===== config.mk =====
export PLATFORM = sky130hd
export DESIGN_NAME = lstm_seq_ctrl
export DESIGN_NICKNAME = d
export VERILOG_FILES = /design/src/rtl/lstm_seq_ctrl.sv
export SDC_FILE = /design/constraint.sdc
export NUM_CORES = 1
export LEC_CHECK = 0
export CAP_MARGIN = 20
export CORE_MARGIN = 8
export CORE_UTILIZATION = 55
export CTS_BUF_LIST = sky130_fd_sc_hd__clkbuf_4
export DETAILED_ROUTE_END_ITERATION = 7
export PLACE_DENSITY = 0.87
export SETUP_SLACK_MARGIN = 0.15
export SYNTH_ARGS = -nofsm -noshare
export SYNTH_HDL_FRONTEND = slang
export SYNTH_SLANG_ARGS = --single-unit

===== constraint.sdc =====
create_clock -name clk -period 4.25 [get_ports clk]
set_input_delay 0.85 -clock clk [delete_from_list [all_inputs] [get_ports clk]]
set_output_delay 0.85 -clock clk [all_outputs]
set_load 0.01 [all_outputs]

===== src/rtl/lstm_seq_ctrl.sv =====
// Timestep sequencer for the LSTM input-vector memory: issues addr 0..N-1 to the
// cell with a valid/ready handshake, optionally followed by a reverse sweep.
module lstm_seq_ctrl #(
  parameter int WIDTH          = 32,
  parameter int NUM_ITERATIONS = 8
) (
  input  logic             clk,
  input  logic             rst_n,
  input  logic             start,
  input  logic             bptt_en,
  output logic [WIDTH-1:0] addr,
  output logic             x_valid,
  input  logic             x_ready,
  input  logic             step_done,
  output logic             h_clr,
  output logic             dir,
  output logic             t_first,
  output logic             t_last,
  output logic             busy,
  output logic             done
);

  typedef enum logic [2:0] {IDLE, CLR, ISSUE, WAIT, TURN, FIN} state_t;

  localparam logic [WIDTH-1:0] LAST_ADDR = WIDTH'(NUM_ITERATIONS - 1);

  state_t           state_reg, state_next;
  logic             bptt_reg, bptt_next;
  logic [WIDTH-1:0] addr_next;
  logic             x_valid_next, h_clr_next, dir_next;
  logic             t_first_next, t_last_next, busy_next, done_next;
  logic             sweep_end;

  // End of the current sweep depends on direction: top going up, zero coming down.
  assign sweep_end = dir ? (addr == '0) : (addr == LAST_ADDR);

  always_comb begin
    state_next   = state_reg;
    bptt_next    = bptt_reg;
    addr_next    = addr;
    dir_next     = dir;
    busy_next    = busy;
    x_valid_next = 1'b0;
    h_clr_next   = 1'b0;
    done_next    = 1'b0;

    case (state_reg)
      IDLE: begin
        busy_next = 1'b0;
        if (start) begin
          bptt_next  = bptt_en;
          state_next = CLR;
          h_clr_next = 1'b1;
          addr_next  = '0;
          dir_next   = 1'b0;
          busy_next  = 1'b1;
        end
      end
      CLR: begin
        state_next   = ISSUE;
        x_valid_next = 1'b1;
      end
      ISSUE: begin
        if (x_valid && x_ready) begin
          state_next = WAIT;
        end else begin
          x_valid_next = 1'b1;
        end
      end
      WAIT: begin
        if (step_done) begin
          if (!sweep_end) begin
            addr_next    = dir ? (addr - 1'b1) : (addr + 1'b1);
            state_next   = ISSUE;
            x_valid_next = 1'b1;
          end else if (!dir && bptt_reg) begin
            state_next = TURN;
            dir_next   = 1'b1;
          end else begin
            state_next = FIN;
            done_next  = 1'b1;
          end
        end
      end
      TURN: begin
        state_next   = ISSUE;
        x_valid_next = 1'b1;
      end
      FIN: begin
        state_next = IDLE;
        busy_next  = 1'b0;
        addr_next  = '0;
        dir_next   = 1'b0;
        bptt_next  = 1'b0;
      end
      default: begin
        state_next = IDLE;
        busy_next  = 1'b0;
        addr_next  = '0;
        dir_next   = 1'b0;
      end
    endcase

    // Position flags are registered alongside addr/dir so they line up with x_valid.
    t_first_next = (state_next != IDLE) &&
                   (dir_next ? (addr_next == LAST_ADDR) : (addr_next == '0));
    t_last_next  = (state_next != IDLE) &&
                   (dir_next ? (addr_next == '0) : (addr_next == LAST_ADDR));
  end

  always_ff @(posedge clk or negedge rst_n) begin
    if (!rst_n) begin
      state_reg <= IDLE;
      bptt_reg  <= 1'b0;
      addr      <= '0;
      x_valid   <= 1'b0;
      h_clr     <= 1'b0;
      dir       <= 1'b0;
      t_first   <= 1'b0;
      t_last    <= 1'b0;
      busy      <= 1'b0;
      done      <= 1'b0;
    end else begin
      state_reg <= state_next;
      bptt_reg  <= bptt_next;
      addr      <= addr_next;
      x_valid   <= x_valid_next;
      h_clr     <= h_clr_next;
      dir       <= dir_next;
      t_first   <= t_first_next;
      t_last    <= t_last_next;
      busy      <= busy_next;
      done      <= done_next;
    end
  end

endmodule


==> flow_results.xml <==
<?xml version="1.0" encoding="UTF-8"?>
<metrics>
  <group name="outcome">
    <metric name="run_status" unit="">finished, final reports clean</metric>
  </group>
  <group name="finish">
    <metric name="largest_reg_flops" unit="">32</metric>
    <metric name="area_delta_synth_final" unit="%">17.2</metric>
    <metric name="postLayoutCoreUtil" unit="%">65.6</metric>
    <metric name="nFillCells" unit="">520</metric>
    <metric name="drive_above_1_share" unit="%">5.49</metric>
    <metric name="num-nets-final" unit="">491</metric>
    <metric name="antenna_cells" unit="">0</metric>
  </group>
  <group name="synthesis">
    <metric name="ys_ff_latch" unit="">43</metric>
    <metric name="ys.warnings.count" unit="">0</metric>
    <metric name="post_synth_instance_area" unit="mm²">0.00349</metric>
    <metric name="synth.top_cells.by_area" unit="">sky130_fd_sc_hd__dfrtp_1, sky130_fd_sc_hd__ha_1, sky130_fd_sc_hd__a21oi_1</metric>
    <metric name="synth-edff-count" unit="">0</metric>
    <metric name="synth_seq_area_share" unit="%">30.8</metric>
    <metric name="synth_flop_cell" unit="">sky130_fd_sc_hd__dfrtp_1</metric>
    <metric name="synth.top_cell.area_share" unit="%">30.8</metric>
    <metric name="synth.cells.most_frequent" unit="">sky130_fd_sc_hd__dfrtp_1, sky130_fd_sc_hd__nand2_1, sky130_fd_sc_hd__a21oi_1</metric>
    <metric name="synth_most_common_cell" unit="">sky130_fd_sc_hd__dfrtp_1</metric>
    <metric name="synth_cells" unit="">411</metric>
    <metric name="yosysUniqueCellTypes" unit="">60</metric>
    <metric name="postSynth.asyncResetShare" unit="%">100</metric>
    <metric name="syn-mean-instance-area" unit="µm²">8.50</metric>
    <metric name="synth.net_count" unit="">448</metric>
    <metric name="post-synth-top-area-cell" unit="">sky130_fd_sc_hd__dfrtp_1</metric>
  </group>
  <group name="sta">
    <metric name="finalSetupViolations" unit="">0</metric>
    <metric name="period_needed" unit="ns">3.80</metric>
    <metric name="finClkSkew" unit="ns">0.0133</metric>
    <metric name="post-route-worst-setup-slack" unit="ns">0.454</metric>
    <metric name="finalHoldWorstSlack" unit="ns">0.570</metric>
    <metric name="final_max_slew_viol_count" unit="">0</metric>
    <metric name="finalHoldViolations" unit="">0</metric>
    <metric name="grt_setup_unrepaired" unit="">no</metric>
    <metric name="post-route-period-util" unit="%">89.3</metric>
    <metric name="slew-limit-headroom" unit="%">37.9</metric>
    <metric name="timing.fmax" unit="GHz">0.263</metric>
    <metric name="setup_tns" unit="ns">0</metric>
    <metric name="worst_pin_slew" unit="ns">0.932</metric>
  </group>
  <group name="clock_network">
    <metric name="clock_sinks" unit="">43</metric>
    <metric name="clock-root-buffer" unit="">sky130_fd_sc_hd__clkbuf_4</metric>
    <metric name="cts_tree" unit="">done</metric>
    <metric name="clockBufferDepth" unit="">2</metric>
    <metric name="cts.reportedPaths.clkPinSlew" unit="ns">0.14</metric>
    <metric name="post_cts_hold_buffer_count" unit="">0</metric>
    <metric name="clkLatencyLatePin" unit="ns">0.37</metric>
    <metric name="tritoncts_buffers" unit="">5</metric>
    <metric name="cts_htree_levels" unit="">2</metric>
  </group>
  <group name="placement">
    <metric name="post-place-ws" unit="ns">0.368</metric>
    <metric name="hpwlAfterDp" unit="µm">7740</metric>
    <metric name="portBuffers" unit="">44</metric>
    <metric name="gp_congestion" unit="">0.970</metric>
  </group>
  <group name="drt">
    <metric name="routed_wl" unit="µm">9990</metric>
    <metric name="drt_first_iter_violations" unit="">288</metric>
    <metric name="viasPerCell" unit="">6.38</metric>
    <metric name="drc_errors" unit="">0</metric>
    <metric name="via_count" unit="">3392</metric>
    <metric name="drt_pre_antenna_iters" unit="">4</metric>
    <metric name="detail_route.wl_per_cell" unit="µm">18.8</metric>
    <metric name="ant_nets" unit="">0</metric>
  </group>
  <group name="grt">
    <metric name="grt_first_pass_wirelength" unit="µm">16700</metric>
    <metric name="globalRouteTotalUtil" unit="%">22.9</metric>
    <metric name="grt_antenna_before_repair" unit="">0</metric>
    <metric name="grt_pass1_vias" unit="">3324</metric>
    <metric name="maximum_number_of_pins_on_one_net_before_global_route_repair" unit="">44</metric>
    <metric name="global_route.overflow_total" unit="">0</metric>
  </group>
  <group name="power">
    <metric name="internal_power" unit="mW">0.738</metric>
    <metric name="maximum_vdd_drop" unit="V">0.000285</metric>
    <metric name="clock_power_share" unit="%">22.6</metric>
    <metric name="pwr-share-seq" unit="%">42.2</metric>
    <metric name="share_comb_of_total_power" unit="%">35.2</metric>
    <metric name="power.density" unit="mW/mm²">287</metric>
    <metric name="power_switching" unit="mW">0.435</metric>
    <metric name="leakagePower" unit="nW">1.84</metric>
    <metric name="p_sw_share" unit="%">37.1</metric>
  </group>
  <group name="setup_path">
    <metric name="worst-endpoint-arrival" unit="ns">4.07</metric>
    <metric name="worstSetupPathType" unit="">reg -&gt; reg</metric>
    <metric name="required" unit="ns">4.52</metric>
    <metric name="startpoint_type" unit="">flop</metric>
    <metric name="critPathMaxFanout" unit="">20</metric>
    <metric name="crit_path_capture_type" unit="">flop</metric>
  </group>
  <group name="die">
    <metric name="initial_core_utilization" unit="%">56.0</metric>
    <metric name="total_die_area" unit="mm²">0.00915</metric>
    <metric name="fp.coreArea" unit="mm²">0.00624</metric>
    <metric name="die-width" unit="µm">95.7</metric>
    <metric name="placementRows" unit="">29</metric>
    <metric name="num_io_pins" unit="">45</metric>
    <metric name="chipHeight" unit="µm">95.7</metric>
  </group>
  <group name="worst_hold_path">
    <metric name="worst_hold_path_type" unit="">reg -&gt; reg</metric>
  </group>
  <group name="flow_run">
    <metric name="timing.max_cap.violations" unit="">0</metric>
  </group>
</metrics>
-- power by group through the flow --
stage	combinational, mW	sequential (mW)	clock [mW]
floorplan	0.256	0.494	0
global placement	0.392	0.499	0
detailed placement	0.407	0.499	0
CTS	0.411	0.492	0.268
global route	0.452	0.500	0.282
finish	0.413	0.495	0.265
-- what timing repair did --
action | CTS | global route
buffers inserted | 0 | 0
resized for setup | 0 | 1
setup endpoints to repair | 0 | 2
-- cell type report --
class / count / area, µm² / area share [%]
Clock buffer: 5 / 37.5 / 0.917
Clock inverter: 3 / 43.8 / 1.07
Inverter: 15 / 56.3 / 1.38
Multi-Input combinational cell: 340 / 2310 / 56.4
Sequential cell: 43 / 1080 / 26.3
Tap cell: 77 / 96.3 / 2.35
Timing Repair Buffer: 49 / 473 / 11.6
-- cell families after synthesis --
| family | after synthesis | synth area share (%) |
|---|---|---|
| adder cells (fa/ha/maj) | 31 | 11.3 |
| AO/OA/AOI/OAI | 145 | 27.4 |
| multiplexers | 2 | 0.609 |
| AND/OR/NAND/NOR | 132 | 19.2 |
| flip-flops | 43 | 30.8 |
| buffers and inverters | 28 | 3.12 |
| XOR/XNOR | 30 | 7.52 |
-- placed cells by master, fill, tap and decap left out, drive strengths merged, types with 11 or more instances in the layout --
cell	count
clkdlybuf4s50	43
dfrtp	43
nand2	42
o21ai	41
a21oi	40
ha	30
nor2	29
xnor2	21
inv	15
nor3	11
-- metrics by stage --
| step | cells | cell area, µm² | power, mW |
|---|---|---|---|
| 2_1_floorplan | 411 | 3490 | 0.750 |
| 3_3_place_gp | 524 | 4010 | 0.890 |
| 3_5_place_dp | 524 | 4010 | 0.906 |
| 4_1_cts | 532 | 4090 | 1.17 |
| 5_1_grt | 532 | 4090 | 1.23 |
| 6_report | 532 | 4090 | 1.17 |
-- metal layers --
layer	share of wire [%]	global-route usage, %
met5	0	0
met4	2.9	8.96
met3	5.7	3.15
met2	48	38.6
met1	43	28.9
-- critical path, cell delays in order, from the launching register on --
cell	delay (ns)
sky130_fd_sc_hd__dfrtp_2	0.59
sky130_fd_sc_hd__buf_4	0.28
sky130_fd_sc_hd__ha_1	0.39
sky130_fd_sc_hd__a21oi_1	0.12
sky130_fd_sc_hd__o21ai_0	0.23
sky130_fd_sc_hd__nor2_1	0.07
sky130_fd_sc_hd__a31oi_2	0.27
sky130_fd_sc_hd__a21oi_2	0.14
sky130_fd_sc_hd__o31ai_2	0.32
sky130_fd_sc_hd__xnor2_1	0.21
sky130_fd_sc_hd__a221oi_1	0.13
sky130_fd_sc_hd__a311o_1	0.36
sky130_fd_sc_hd__or3_1	0.34
sky130_fd_sc_hd__nor3_1	0.23
-- path summary, 6_finish.rpt --
| path | start | end | slack (ns) | cells after the start |
|---|---|---|---|---|
| worst max-delay path | dir | t_first | 0.45 | 13 |
| worst min-delay path | busy | busy | 0.57 | 2 |
| worst max register to register | dir | t_first | 0.45 | 13 |
| worst min register to register | busy | busy | 0.57 | 2 |
| max in group asynchronous | rst_n | dir | 3.02 | 1 |
| min in group asynchronous | rst_n | done | 0.60 | 1 |
Power figures use the tool's default switching activity.
